===== src/rtl/mem_port_arbiter_if.sv =====
// Bundle for mem_port_arbiter: fetch and data requesters,
// the shared memory port and port status.
interface mem_port_arbiter_if #(
   parameter int AW = 32
);
   logic          if_req;
   logic [AW-1:0] if_addr;
   logic          if_ack;
   logic [31:0]   if_rdata;

   logic          d_req;
   logic          d_we;
   logic [AW-1:0] d_addr;
   logic [31:0]   d_wdata;
   logic [3:0]    d_be;
   logic          d_ack;
   logic [31:0]   d_rdata;

   logic          mem_req;
   logic          mem_we;
   logic [AW-1:0] mem_addr;
   logic [31:0]   mem_wdata;
   logic [3:0]    mem_be;
   logic          mem_ack;
   logic [31:0]   mem_rdata;

   logic          mem_busy;
   logic          bus_err;

   modport slave (
      input  if_req,
      input  if_addr,
      output if_ack,
      output if_rdata,
      input  d_req,
      input  d_we,
      input  d_addr,
      input  d_wdata,
      input  d_be,
      output d_ack,
      output d_rdata,
      output mem_req,
      output mem_we,
      output mem_addr,
      output mem_wdata,
      output mem_be,
      input  mem_ack,
      input  mem_rdata,
      output mem_busy,
      output bus_err
   );

   modport master (
      output if_req,
      output if_addr,
      input  if_ack,
      input  if_rdata,
      output d_req,
      output d_we,
      output d_addr,
      output d_wdata,
      output d_be,
      input  d_ack,
      input  d_rdata,
      input  mem_req,
      input  mem_we,
      input  mem_addr,
      input  mem_wdata,
      input  mem_be,
      output mem_ack,
      output mem_rdata,
      input  mem_busy,
      input  bus_err
   );
endinterface


===== src/rtl/mem_port_arbiter.sv =====
// Shares one data-memory port between fetch and load/store,
// with a one-deep posted write buffer and a transfer watchdog.
module mem_port_arbiter #(
   parameter int AW      = 32,
   parameter int TIMEOUT = 64
) (
   input  logic              clk,
   input  logic              rst,
   mem_port_arbiter_if.slave bus
);
   localparam int CW =
      (TIMEOUT < 2) ? 1 : $clog2(TIMEOUT + 1);
   localparam bit WD_EN = (TIMEOUT != 0);
   localparam logic [CW-1:0] WD_LAST =
      CW'((TIMEOUT > 0) ? TIMEOUT - 1 : 0);
   localparam logic [31:0] ABORT_DATA = 32'hDEADBEEF;

   typedef enum logic [1:0] {
      IDLE,
      RD_IF,
      RD_D,
      WR
   } state_t;

   state_t        state;
   state_t        gnt;
   logic          wbuf_valid;
   logic [AW-1:0] wbuf_addr;
   logic [31:0]   wbuf_wdata;
   logic [3:0]    wbuf_be;
   logic          last_grant_data;
   logic [CW-1:0] wd_cnt;

   logic          if_elig;
   logic          rd_elig;
   logic          wr_cap;
   logic          wd_fire;
   logic          done;
   logic [31:0]   done_data;

   assign if_elig = bus.if_req && !bus.if_ack;
   assign rd_elig = bus.d_req && !bus.d_we && !bus.d_ack;
   assign wr_cap  = !wbuf_valid && bus.d_req
                    && bus.d_we && !bus.d_ack;
   assign wd_fire = WD_EN && (wd_cnt == WD_LAST);
   // A real ack on the timeout cycle still completes normally.
   assign done      = bus.mem_ack || wd_fire;
   assign done_data = bus.mem_ack ? bus.mem_rdata
                                  : ABORT_DATA;

   assign bus.mem_busy = (state != IDLE) || wbuf_valid;

   // Draining the buffer ahead of data reads keeps RAW order.
   always_comb begin
      gnt = IDLE;
      if (if_elig && last_grant_data)
         gnt = RD_IF;
      else if (wbuf_valid)
         gnt = WR;
      else if (rd_elig)
         gnt = RD_D;
      else if (if_elig)
         gnt = RD_IF;
   end

   always_ff @(posedge clk or negedge rst) begin
      if (!rst) begin
         state           <= IDLE;
         wbuf_valid      <= 1'b0;
         wbuf_addr       <= '0;
         wbuf_wdata      <= '0;
         wbuf_be         <= '0;
         last_grant_data <= 1'b0;
         wd_cnt          <= '0;
         bus.if_ack      <= 1'b0;
         bus.if_rdata    <= '0;
         bus.d_ack       <= 1'b0;
         bus.d_rdata     <= '0;
         bus.mem_req     <= 1'b0;
         bus.mem_we      <= 1'b0;
         bus.mem_addr    <= '0;
         bus.mem_wdata   <= '0;
         bus.mem_be      <= '0;
         bus.bus_err     <= 1'b0;
      end else begin
         bus.if_ack  <= 1'b0;
         bus.d_ack   <= 1'b0;
         bus.bus_err <= 1'b0;

         if (wr_cap) begin
            wbuf_valid <= 1'b1;
            wbuf_addr  <= bus.d_addr;
            wbuf_wdata <= bus.d_wdata;
            wbuf_be    <= bus.d_be;
            bus.d_ack  <= 1'b1;
         end

         unique case (state)
            IDLE: begin
               state   <= gnt;
               wd_cnt  <= '0;
               bus.mem_req <= (gnt != IDLE);
               unique case (gnt)
                  RD_IF: begin
                     last_grant_data <= 1'b0;
                     bus.mem_we      <= 1'b0;
                     bus.mem_addr    <= bus.if_addr;
                     bus.mem_be      <= 4'hF;
                  end
                  RD_D: begin
                     last_grant_data <= 1'b1;
                     bus.mem_we      <= 1'b0;
                     bus.mem_addr    <= bus.d_addr;
                     bus.mem_be      <= 4'hF;
                  end
                  WR: begin
                     last_grant_data <= 1'b1;
                     bus.mem_we      <= 1'b1;
                     bus.mem_addr    <= wbuf_addr;
                     bus.mem_wdata   <= wbuf_wdata;
                     bus.mem_be      <= wbuf_be;
                  end
                  default: ;
               endcase
            end
            default: begin
               if (done) begin
                  state       <= IDLE;
                  bus.mem_req <= 1'b0;
                  bus.mem_we  <= 1'b0;
                  bus.bus_err <= !bus.mem_ack;
                  unique case (state)
                     RD_IF: begin
                        bus.if_ack   <= 1'b1;
                        bus.if_rdata <= done_data;
                     end
                     RD_D: begin
                        bus.d_ack   <= 1'b1;
                        bus.d_rdata <= done_data;
                     end
                     default: wbuf_valid <= 1'b0;
                  endcase
               end else if (WD_EN) begin
                  wd_cnt <= wd_cnt + 1'b1;
               end
            end
         endcase
      end
   end
endmodule

===== src/flat_wrapper.sv =====
// flat-port wrapper written by rule: the top's interface ports become plain ports
module mem_port_arbiter_flat 
#(
   parameter int AW      = 32,
   parameter int TIMEOUT = 64
)
  (clk, rst, bus_if_req, bus_if_addr, bus_if_ack, bus_if_rdata, bus_d_req, bus_d_we, bus_d_addr, bus_d_wdata, bus_d_be, bus_d_ack, bus_d_rdata, bus_mem_req, bus_mem_we, bus_mem_addr, bus_mem_wdata, bus_mem_be, bus_mem_ack, bus_mem_rdata, bus_mem_busy, bus_bus_err);
  mem_port_arbiter_if #(.AW(AW)) bus_i ();
  input  logic clk;
  input  logic rst;
  input wire logic [$bits(bus_i.if_req)-1:0] bus_if_req;
  input wire logic [$bits(bus_i.if_addr)-1:0] bus_if_addr;
  output wire logic [$bits(bus_i.if_ack)-1:0] bus_if_ack;
  output wire logic [$bits(bus_i.if_rdata)-1:0] bus_if_rdata;
  input wire logic [$bits(bus_i.d_req)-1:0] bus_d_req;
  input wire logic [$bits(bus_i.d_we)-1:0] bus_d_we;
  input wire logic [$bits(bus_i.d_addr)-1:0] bus_d_addr;
  input wire logic [$bits(bus_i.d_wdata)-1:0] bus_d_wdata;
  input wire logic [$bits(bus_i.d_be)-1:0] bus_d_be;
  output wire logic [$bits(bus_i.d_ack)-1:0] bus_d_ack;
  output wire logic [$bits(bus_i.d_rdata)-1:0] bus_d_rdata;
  output wire logic [$bits(bus_i.mem_req)-1:0] bus_mem_req;
  output wire logic [$bits(bus_i.mem_we)-1:0] bus_mem_we;
  output wire logic [$bits(bus_i.mem_addr)-1:0] bus_mem_addr;
  output wire logic [$bits(bus_i.mem_wdata)-1:0] bus_mem_wdata;
  output wire logic [$bits(bus_i.mem_be)-1:0] bus_mem_be;
  input wire logic [$bits(bus_i.mem_ack)-1:0] bus_mem_ack;
  input wire logic [$bits(bus_i.mem_rdata)-1:0] bus_mem_rdata;
  output wire logic [$bits(bus_i.mem_busy)-1:0] bus_mem_busy;
  output wire logic [$bits(bus_i.bus_err)-1:0] bus_bus_err;
  assign bus_i.if_req = bus_if_req;
  assign bus_i.if_addr = bus_if_addr;
  assign bus_if_ack = bus_i.if_ack;
  assign bus_if_rdata = bus_i.if_rdata;
  assign bus_i.d_req = bus_d_req;
  assign bus_i.d_we = bus_d_we;
  assign bus_i.d_addr = bus_d_addr;
  assign bus_i.d_wdata = bus_d_wdata;
  assign bus_i.d_be = bus_d_be;
  assign bus_d_ack = bus_i.d_ack;
  assign bus_d_rdata = bus_i.d_rdata;
  assign bus_mem_req = bus_i.mem_req;
  assign bus_mem_we = bus_i.mem_we;
  assign bus_mem_addr = bus_i.mem_addr;
  assign bus_mem_wdata = bus_i.mem_wdata;
  assign bus_mem_be = bus_i.mem_be;
  assign bus_i.mem_ack = bus_mem_ack;
  assign bus_i.mem_rdata = bus_mem_rdata;
  assign bus_mem_busy = bus_i.mem_busy;
  assign bus_bus_err = bus_i.bus_err;
  mem_port_arbiter #(.AW(AW), .TIMEOUT(TIMEOUT)) u_core (.clk(clk), .rst(rst), .bus(bus_i));
endmodule

===== config.mk =====
export PLATFORM = sky130hd
export DESIGN_NAME = mem_port_arbiter_flat
export DESIGN_NICKNAME = d
export VERILOG_FILES = /design/src/rtl/mem_port_arbiter_if.sv /design/src/rtl/mem_port_arbiter.sv /design/src/flat_wrapper.sv
export SDC_FILE = /design/constraint.sdc
export NUM_CORES = 1
export LEC_CHECK = 0
export CORE_ASPECT_RATIO = 0.8
export CORE_MARGIN = 1
export CORE_UTILIZATION = 47
export DETAILED_ROUTE_END_ITERATION = 8
export PLACE_DENSITY_LB_ADDON = 0.25
export RECOVER_POWER = 50
export SKIP_LAST_GASP = 1
export SYNTH_ARGS = -nofsm -noshare
export SYNTH_HDL_FRONTEND = slang
export SYNTH_SLANG_ARGS = --single-unit

===== constraint.sdc =====
create_clock -name clk -period 2.62 [get_ports clk]
set_input_delay 0.524 -clock clk [delete_from_list [all_inputs] [get_ports clk]]
set_output_delay 0.524 -clock clk [all_outputs]
set_load 0.03 [all_outputs]

==> results of run 1 <==
worst reg2reg max path, stage by stage (launching register included):
cell     delay (ns)
dfrtp_1        0.42
or4b_1         0.53
a21o_1         0.22
ha_1           0.24
buf_12         0.19
nor2_2         0.20
buf_4          0.21
a21oi_1        0.09
o21ai_1        0.11
where the power goes:
part	switching, W	internal (W)
clock	0.00127	0.00200
sequential	0.000951	0.00494
combinational	0.00477	0.00395
total	0.00700	0.0109
flip-flops by register name, summed over array words and instances (netlist names), 2 cells and up:
| register | flops |
|---|---|
| u_core.bus.d_rdata | 32 |
| u_core.bus.if_rdata | 32 |
| u_core.bus.mem_addr | 32 |
| u_core.bus.mem_wdata | 32 |
| u_core.wbuf_addr | 32 |
| u_core.wbuf_wdata | 32 |
| u_core.wd_cnt | 7 |
| u_core.bus.mem_be | 4 |
| u_core.wbuf_be | 4 |
| u_core.state | 2 |
layout by cell type (no fill, tap or decap), types with 2 or more instances in the layout:
| cell | count |
|---|---|
| clkdlybuf4s50_1 | 272 |
| dfrtp_1 | 216 |
| a21oi_1 | 83 |
| mux2_1 | 71 |
| inv_1 | 55 |
| o22ai_1 | 50 |
| nand2_1 | 48 |
| o21ai_1 | 36 |
| a22o_1 | 33 |
| mux2_2 | 30 |
| nor2b_1 | 23 |
| clkbuf_16 | 23 |
| a221o_1 | 16 |
| buf_4 | 14 |
| ha_1 | 8 |
| buf_12 | 6 |
| o21ai_0 | 5 |
| clkbuf_8 | 5 |
| clkbuf_1 | 5 |
| clkinv_2 | 4 |
| nor2_1 | 3 |
| a31oi_1 | 3 |
| bufinv_16 | 3 |
| dlygate4sd3_1 | 3 |
| clkbuf_2 | 3 |
| a21o_1 | 2 |
| and3_1 | 2 |
| and4b_1 | 2 |
| and2_1 | 2 |
| clkbuf_4 | 2 |
layer usage:
layer | vias to the layer above | track usage, % | share of wire [%]
met5 | - | 0 | 0
met4 | 0 | 6.625 | 2.2
met3 | 37 | 7.330 | 8.7
met2 | 217 | 37.31 | 47
met1 | 3342 | 30.91 | 42
li1 | 3236 | - | -
per-stage QoR:
stage               total power (W)  instance area [um^2]
finish                      0.01789                 12880
global route                0.01899                 12880
CTS                         0.01809                 12970
detailed placement          0.01473                 12200
global placement            0.01447                 12200
floorplan                   0.01114                  9044
repair_timing:
| action | 4_1_cts | 5_1_grt |
|---|---|---|
| endpoints found under the hold margin | 30 | 0 |
| buffers inserted | 0 | 0 |
| hold buffers | 1 | 0 |
| resized for setup | 0 | 0 |
worst max path at each step:
stage / startpoint / slack (ns) / endpoint
floorplan: bus_d_we / 0.27 / u_core.bus.mem_req$_DFFE_PN0P_
global placement: bus_d_we / -0.18 / u_core.bus.mem_addr[21]$_DFFE_PN0P_
detailed placement: bus_d_we / -0.24 / u_core.bus.mem_addr[21]$_DFFE_PN0P_
CTS: u_core.state[0]$_DFFE_PN0P_ / 0.13 / bus_mem_busy
global route: rst / 0.11 / u_core.bus.mem_be[0]$_DFFE_PN0P_
finish: u_core.state[0]$_DFFE_PN0P_ / 0.17 / bus_mem_busy
final cells by class:
cell class | count | share of cell area (%)
sequential | 216 | 41.95
multi-input combinational | 433 | 24.55
timing repair buffer | 304 | 23.55
clock buffer | 30 | 4.982
tap | 253 | 2.457
inverter | 55 | 1.602
clock inverter | 8 | 0.9128
cells by family (layout without fill, tap and decap cells):
kind of cell	count (synthesis)	count (layout)	synth area share, %
muxes	102	102	12.69
and+or+nand+nor	91	91	5.091
AOI/OAI and AO/OA	232	232	16.19
adders and majority gates	8	8	1.107
buffers and inverters	106	397	5.161
DFF	216	216	59.77
==> impl_metrics.toml, run 1 <==
[synth]
yosys_warnings = 0
syn_inst = 755
syn-num-nets = 901
synth_edf_count = 0
synth_commonest_cells = "dfrtp_1, a21oi_1, mux2_1, inv_1, o22ai_1"
yosysTopAreaCell = "dfrtp_1"
yosysTopAreaCellShare_pct = 59.77
synth_area_mm2 = 0.009044
yosysSeqAreaShare_pct = 59.77
syn_area_per_cell_um2 = 11.98
synth.distinct_cells = 40
synth_most_common_cell = "dfrtp_1"
synth_top_flop_cell = "dfrtp_1"
synthArstFlopShare_pct = 100.0
yosys-top-cells-area = "dfrtp_1, mux2_1, a21oi_1"
ys_ff_latch = 216

[timing]
skew_ns = 0.01382
timing.fmax_ghz = 0.4089
hold_viol = 0
tightest_slew_ns = 1.460
finalCritPeriodShare_pct = 93.35
slew_headroom_pct = 2.684
whs_ns = 0.4433
setup_viol = 0
report.final.slew_viol_count = 0
period_needed_ns = 2.446
setup_slack_ns = 0.1742
rsz0062_at_grt = "no"
finalSetupTns_ns = 0

[placed_design]
dp_slack_ns = -0.2367
io_buffers = 275
place_congestion = 0.8073
hpwlAfterDp_um = 15760
placedCellCount = 1260

[critical_path]
end_kind = "primary output"
reg2reg_setup_slack_ns = 0.33
cp_slowest_cell = "clkdlybuf4s50_1"
cp.depth = 4
cpPeakStageDelay_ns = 0.68
worstPathRequired_ns = 2.10
crit_family = "buffers and inverters"
path_buf_inv = 2
timing.rr.end = "u_core.bus.mem_addr[29]$_DFFE_PN0P_"
arrival_ns = 1.92
worstSetupStartpointType = "flip-flop"
worstRegToRegCells = 8
crit_fanout = 4
worstSetupPathType = "flip-flop to primary output"
rr_startpoint = "u_core.last_grant_data$_DFFE_PN0P_"
crit_chain = "inv_1 -> ha_1 -> nand2b_1 -> clkdlybuf4s50_1"

[power_and_ir_drop]
vdd_drop_max_uv = 685.2
p_leak_nw = 5.503
powerDensity_mw_per_mm2 = 1388

[route]
num_vias = 6832
drt_iter0_markers = 331
ant_nets = 0
drtPass1Iterations = 5
route.detailed.drc = 0
routed_via_density = 5.259
wl_per_cell_um = 17.60
routed_wl_um = 22860

[floorplan]
core_area_mm2 = 0.01850
fp.dieW_um = 157.1
die_height_um = 126.1
dieArea_mm2 = 0.01980
fp-row-count = 44
io_pins = 276
start_util_pct = 48.89

[hold_path]
hold_start = "u_core.wd_cnt[6]$_DFFE_PN0P_"
hold_end = "u_core.bus.bus_err$_DFF_PN0_"
hold_class = "flip-flop to flip-flop"
whs_path_depth = 1

[global_route]
grt_pass1_wl_um = 36990
track_usage_pct = 23.44
grt_max_degree = 70
overflow = 0
antenna_found_initial = 0
grt_pass1_vias = 7195

[layout]
layout-drive-gt1-share_pct = 9.178
fin_util_pct = 69.66
final_nets = 1178
stdcell_count = 1299
register_area_mm2 = 0.005405
area_growth_pct = 42.47
fillers = 1353
num_antenna_cells = 0
multi_input_area_mm2 = 0.003163

[cts]
cts_buffers = 22
cts.htree.levels = 1
clockBufferDepth = 3
clkTransAtPathRegs_ns = 0.06
clk_latency_ns = 0.50
cts_tree = "yes"
cts_root_buffer = "clkbuf_16"
cts_sinks = 216

[run_status]
status = "completed"

[job]
drv_cap = 0
(Power assumes the default switching activity.)
==> run 2: changes to the inputs <==
==> constraint.sdc (replaced) <==
create_clock -name clk -period 2.79 [get_ports clk]
set_input_delay 0.558 -clock clk [delete_from_list [all_inputs] [get_ports clk]]
set_output_delay 0.558 -clock clk [all_outputs]
set_load 0.03 [all_outputs]
==> impl_metrics.toml, run 2 (synthesis results as in run 1) <==
[cts]
postCtsSetupBuffers = 0
cts.htree.levels = 1
clk_latency_ns = 0.50
cts_root_buffer = "clkbuf_16"
cts_buffers = 23
cts_sinks = 216
clockBufferDepth = 3
clkTransAtPathRegs_ns = 0.06
cts_tree = "yes"

[power_and_ir_drop]
power_switching_w = 0.006649
sw_frac_of_total_pct = 39.30
power_frac_comb_pct = 49.1
intPower_w = 0.01027
vdd_drop_max_uv = 643.0
p_leak_nw = 5.513
seqPwrFrac_pct = 32.6
power_frac_clock_pct = 18.3
total_power_w = 0.01692
powerDensity_mw_per_mm2 = 1307

[critical_path]
path_buf_inv = 2
crit_fanout = 11
crit_family = "buffers and inverters"
cpPeakStageDelay_ns = 0.62
worstPathRequired_ns = 2.23
worstSetupPathType = "flip-flop to primary output"
worstSetupStartpointType = "flip-flop"
cp_slowest_cell = "clkdlybuf4s50_1"
crit_chain = "inv_1 -> ha_2 -> nand2b_1 -> clkdlybuf4s50_1"
arrival_ns = 2.10
end_kind = "primary output"

[timing]
report.final.slew_viol_count = 79
setup_viol = 0
hold_viol = 0
timing.fmax_ghz = 0.3762
tightest_slew_ns = 2.028
whs_ns = 0.4541
finalCritPeriodShare_pct = 95.27
skew_ns = 0.01556
rsz0062_at_grt = "no"
period_needed_ns = 2.658
slew_headroom_pct = -35.21

[global_route]
grt_max_degree = 80
grt_pass1_vias = 7060
antenna_found_initial = 0
grt_pass1_wl_um = 37290
track_usage_pct = 23.77
overflow = 0

[hold_path]
hold_class = "flip-flop to flip-flop"

[placed_design]
place_congestion = 0.7835
hpwlAfterDp_um = 15750
io_buffers = 275

[route]
wl_per_cell_um = 17.77
num_vias = 6928
ant_nets = 0
routed_via_density = 5.325
routed_wl_um = 23120
route.detailed.drc = 0
drt_iter0_markers = 387
drtPass1Iterations = 5

[floorplan]
die_height_um = 126.1
fp-row-count = 44
start_util_pct = 48.89
dieArea_mm2 = 0.01980
fp.dieW_um = 157.1
core_area_mm2 = 0.01850
io_pins = 276

[layout]
layout-drive-gt1-share_pct = 9.733
layout_commonest_cell = "clkdlybuf4s50_1"
layout_common_cells = "clkdlybuf4s50_1, dfrtp_1, a21oi_1"
area_growth_pct = 43.12
num_antenna_cells = 0
final_nets = 1180

[run_status]
violations = "capacitance limit, slew limit"
status = "finished with violations"

[job]
drv_cap = 1
-- run 2: changes by cell type in the layout (fill, tap and decap cells not counted), moves of 2 or more --
| cell | change |
|---|---|
| clkinv_4 | +2 |
| buf_12 | +3 |
| clkinvlp_4 | +2 |
| clkinv_2 | -2 |
| buf_4 | -4 |
| clkbuf_2 | +3 |
-- run 2: final cells by class --
cell class              count  area, um^2
multi-input cells         433        3173
repair buffers            305        3058
flip-flops and latches    216        5405
fillers                  1362        5554
clock buffers              29       658.1
well taps                 253       316.6
clock inverters            10       126.4
inverters                  55       206.4
-- run 2: power by group through the flow --
stage	clock network (W)	logic, W	registers, W
global route	0.00331	0.00893	0.00571
finish	0.00310	0.00830	0.00552
detailed placement	0	0.00831	0.00555
floorplan	0	0.00324	0.00723
global placement	0	0.00814	0.00549
CTS	0.00318	0.00836	0.00552
-- run 2: worst reg2reg max path: stages, from the launching register on --
cell and delay, ns:
dfrtp_1 0.41, ha_1 0.24, and2b_1 0.21, a21oi_1 0.57, clkbuf_1 0.73, a21oi_1 0.20
-- run 2: stage by stage --
stage	cell area (um^2)	util (%)	TNS, ns	instances	worst slack, ns
floorplan	9044	-	0	755	0.4078
global placement	12220	66.04	-0.8736	1262	-0.04003
detailed placement	12220	66.04	-3.481	1262	-0.1050
CTS	13000	70.29	0	1301	0.003557
global route	12940	69.97	0	1301	0.05738
finish	12940	69.97	0	1301	0.1320
-- run 2: per-layer routing --
layer | up-vias | track usage [%] | wire (um)
met1 | 3391 | 31.95 | 10040
li1 | 3259 | - | -
met5 | - | 0 | 0
met3 | 44 | 7.811 | 2059
met2 | 234 | 36.65 | 10450
met4 | 0 | 7.196 | 572
-- run 2: worst paths after layout --
check / start / end / slack, ns / cells past startpoint
min in group asynchronous: rst / u_core.bus.mem_addr[11]$_DFFE_PN0P_ / 0.63 / 1
max in group asynchronous: rst / u_core.bus.mem_wdata[19]$_DFFE_PN0P_ / 0.65 / 2
min: u_core.wd_cnt[6]$_DFFE_PN0P_ / u_core.bus.bus_err$_DFF_PN0_ / 0.45 / 1
max: u_core.state[0]$_DFFE_PN0P_ / bus_mem_busy / 0.13 / 4
max reg2reg: u_core.wd_cnt[0]$_DFFE_PN0P_ / u_core.bus.if_rdata[16]$_DFFE_PN0P_ / 0.30 / 5
min reg2reg: u_core.wd_cnt[6]$_DFFE_PN0P_ / u_core.bus.bus_err$_DFF_PN0_ / 0.45 / 1
-- run 2: what timing repair did --
action	4_1_cts	5_1_grt
hold buffers	0	0
setup endpoints to repair	0	1
resized for setup	0	1
==> run 3: changes to the inputs <==
--- a/config.mk
+++ b/config.mk
@@ -5,6 +5,7 @@
 export SDC_FILE = /design/constraint.sdc
 export NUM_CORES = 1
 export LEC_CHECK = 0
+export ABC_AREA = 1
 export CORE_ASPECT_RATIO = 0.8
 export CORE_MARGIN = 1
 export CORE_UTILIZATION = 47
==> impl_metrics.toml, run 3 <==
[route]
drtPass1Iterations = 5
wl_met2_um = 10380
route.detailed.drc = 0
ant_nets = 0
drt_iter0_markers = 379
wl_per_cell_um = 14.96
met1_length_um = 10580
top_layer = "met4"
routed_wl_um = 23270
met3_length_um = 1663
routed_via_density = 4.836
num_vias = 7525

[timing]
finalCritPeriodShare_pct = 88.30
report.final.slew_viol_count = 76
rsz0062_at_grt = "no"
tightest_slew_ns = 1.975
skew_ns = 0.008274
hold_viol = 0
finalSetupTns_ns = 0
timing.fmax_ghz = 0.4059
setup_viol = 0
period_needed_ns = 2.464
slew_headroom_pct = -31.64
whs_ns = 0.4786

[hold_path]
hold_start = "u_core.bus.mem_addr[26]$_DFFE_PN0P_"
whs_path_depth = 2
hold_end = "u_core.bus.mem_addr[26]$_DFFE_PN0P_"
hold_class = "flip-flop to flip-flop"

[critical_path]
worstSetupPathType = "flip-flop to primary output"
reg2reg_setup_slack_ns = 0.44
crit_fanout = 3
worstPathRequired_ns = 2.23
cpPeakStageDelay_ns = 0.69
worstSetupStartpointType = "flip-flop"
rr_startpoint = "u_core.wd_cnt[0]$_DFFE_PN0P_"
path_buf_inv = 2
timing.rr.end = "u_core.bus.d_rdata[23]$_DFFE_PN0P_"
crit_family = "buffers and inverters"
worstRegToRegCells = 8
end_kind = "primary output"
crit_chain = "inv_1 -> ha_1 -> nand2_1 -> clkdlybuf4s50_1"
cp_slowest_cell = "clkdlybuf4s50_1"
arrival_ns = 1.91

[run_status]
status = "finished with violations"
violations = "capacitance limit, slew limit"

[synth]
synth_area_mm2 = 0.009178
yosys-top-cells-area = "dfrtp_1, nand2_1, o21ai_0"
synth_most_common_cell = "nand2_1"
syn_inst = 1017
synth_top_flop_cell = "dfrtp_1"
synth_edf_count = 0
yosysSeqAreaShare_pct = 58.90
yosysTopAreaCellShare_pct = 58.90
synth_top_family_by_area = "simple AND/OR/NAND/NOR gates"
synth.distinct_cells = 26
synthArstFlopShare_pct = 100.0
yosys_warnings = 0
synthMuxAreaShare_pct = 3.926
yosysTopAreaCell = "dfrtp_1"
syn_area_per_cell_um2 = 9.024
syn-num-nets = 1163
ys_ff_latch = 216
yosys.area_share.adder_pct = 1.091
synth_commonest_cells = "nand2_1, dfrtp_1, inv_1, o21ai_0, o21ai_1"
synth_xor_area_share_pct = 0
synth_simple_gate_area_share_pct = 20.83
synth-compound-area-share_pct = 8.289

[cts]
cts_hold_buf = 0
postCtsSetupBuffers = 0
clkTransAtPathRegs_ns = 0.06
clockBufferDepth = 3
cts_buffers = 22
cts_tree = "yes"
cts_sinks = 216
cts.htree.levels = 1
clk_latency_ns = 0.50
cts_root_buffer = "clkbuf_16"
cts_resized = 0

[floorplan]
die_height_um = 127.0
start_util_pct = 48.22
fp.dieW_um = 158.2
fp-row-count = 45
dieArea_mm2 = 0.02009
core_area_mm2 = 0.01903
io_pins = 276

[job]
drv_cap = 1

[layout]
stdcell_count = 1556
layout_commonest_cell = "nand2_1"
layout-drive-gt1-share_pct = 8.166
final_nets = 1431
layout_common_cells = "nand2_1, clkdlybuf4s50_1, dfrtp_1"
fin_area_mm2 = 0.01287
num_antenna_cells = 0
area_growth_pct = 40.20

[global_route]
antenna_found_initial = 0
grt_pass1_vias = 7675
track_usage_pct = 23.81
overflow = 0
grt_max_degree = 79
grt_pass1_wl_um = 38080

[placed_design]
io_buffers = 275
place_congestion = 0.8227
dpl_cell_area_mm2 = 0.01226
placedCellCount = 1519
hpwlAfterDp_um = 16230

[power_and_ir_drop]
p_leak_nw = 6.310
powerDensity_mw_per_mm2 = 1238
vdd_drop_max_uv = 651.9
[run 3: cell count changes after synthesis, sizes merged, moves of 40 or more]
cell and delta:
nand2 +333, nand3 +43, mux2 -69, a21oi -77
nor2 +40, o22ai -50, o21ai +93
[run 3: area by class of cell]
| class | instances | area [um^2] |
|---|---|---|
| inverters | 94 | 352.8 |
| flip-flops and latches | 216 | 5405 |
| fillers | 1579 | 6163 |
| clock inverters | 8 | 82.58 |
| repair buffers | 296 | 2984 |
| well taps | 258 | 322.8 |
| multi-input cells | 655 | 3093 |
| clock buffers | 29 | 626.9 |
[run 3: metrics by stage]
stage | setup WS [ns] | power, W | util (%)
6_report | 0.3265 | 0.01592 | 67.61
5_1_grt | 0.1327 | 0.01695 | 67.61
4_1_cts | 0.2892 | 0.01617 | 68.13
3_5_place_dp | 0.1731 | 0.01322 | 64.41
3_3_place_gp | 0.2616 | 0.01302 | 64.41
2_1_floorplan | 0.7370 | 0.009986 | -
[run 3: worst max path at each step]
stage | depth (start not counted) | endpoint | slack (ns) | startpoint
floorplan | 10 | u_core.bus.mem_wdata[10]$_DFFE_PN0P_ | 0.74 | bus_d_req
global placement | 12 | u_core.bus.mem_be[2]$_DFFE_PN0P_ | 0.26 | bus_d_we
detailed placement | 12 | u_core.bus.mem_be[2]$_DFFE_PN0P_ | 0.17 | bus_d_we
CTS | 4 | bus_mem_busy | 0.29 | u_core.state[1]$_DFFE_PN0P_
global route | 8 | u_core.wbuf_wdata[23]$_DFFE_PN0P_ | 0.13 | bus_d_req
finish | 4 | bus_mem_busy | 0.33 | u_core.state[1]$_DFFE_PN0P_
[run 3: worst min-delay path, cell delays in order, from the launching register on]
cell and delay, ns:
dfrtp_1 0.34, nand2_1 0.05, nand2_1 0.05
[run 3: logic make-up (layout without fill, tap and decap cells)]
logic type	after synthesis	in the layout
muxes	32	32
adders and majority gates	8	8
AOI/OAI and AO/OA	140	140
DFF	216	216
buffers and inverters	146	427
and+or+nand+nor	475	475
[run 3: per-layer routing]
| metal | track usage [%] | vias up |
|---|---|---|
| met2 | 37.90 | 235 |
| met1 | 32.63 | 3528 |
| li1 | - | 3715 |
| met3 | 5.665 | 47 |
| met5 | 0 | - |
| met4 | 6.731 | 0 |
[run 3: report_power, final]
part	switching, W	internal [W]	leakage, nW	total (W)
combinational	0.00452	0.00311	3.29	0.00763
sequential	0.000817	0.00460	2.67	0.00542
clock	0.00121	0.00167	0.350	0.00288
total	0.00654	0.00938	6.31	0.0159
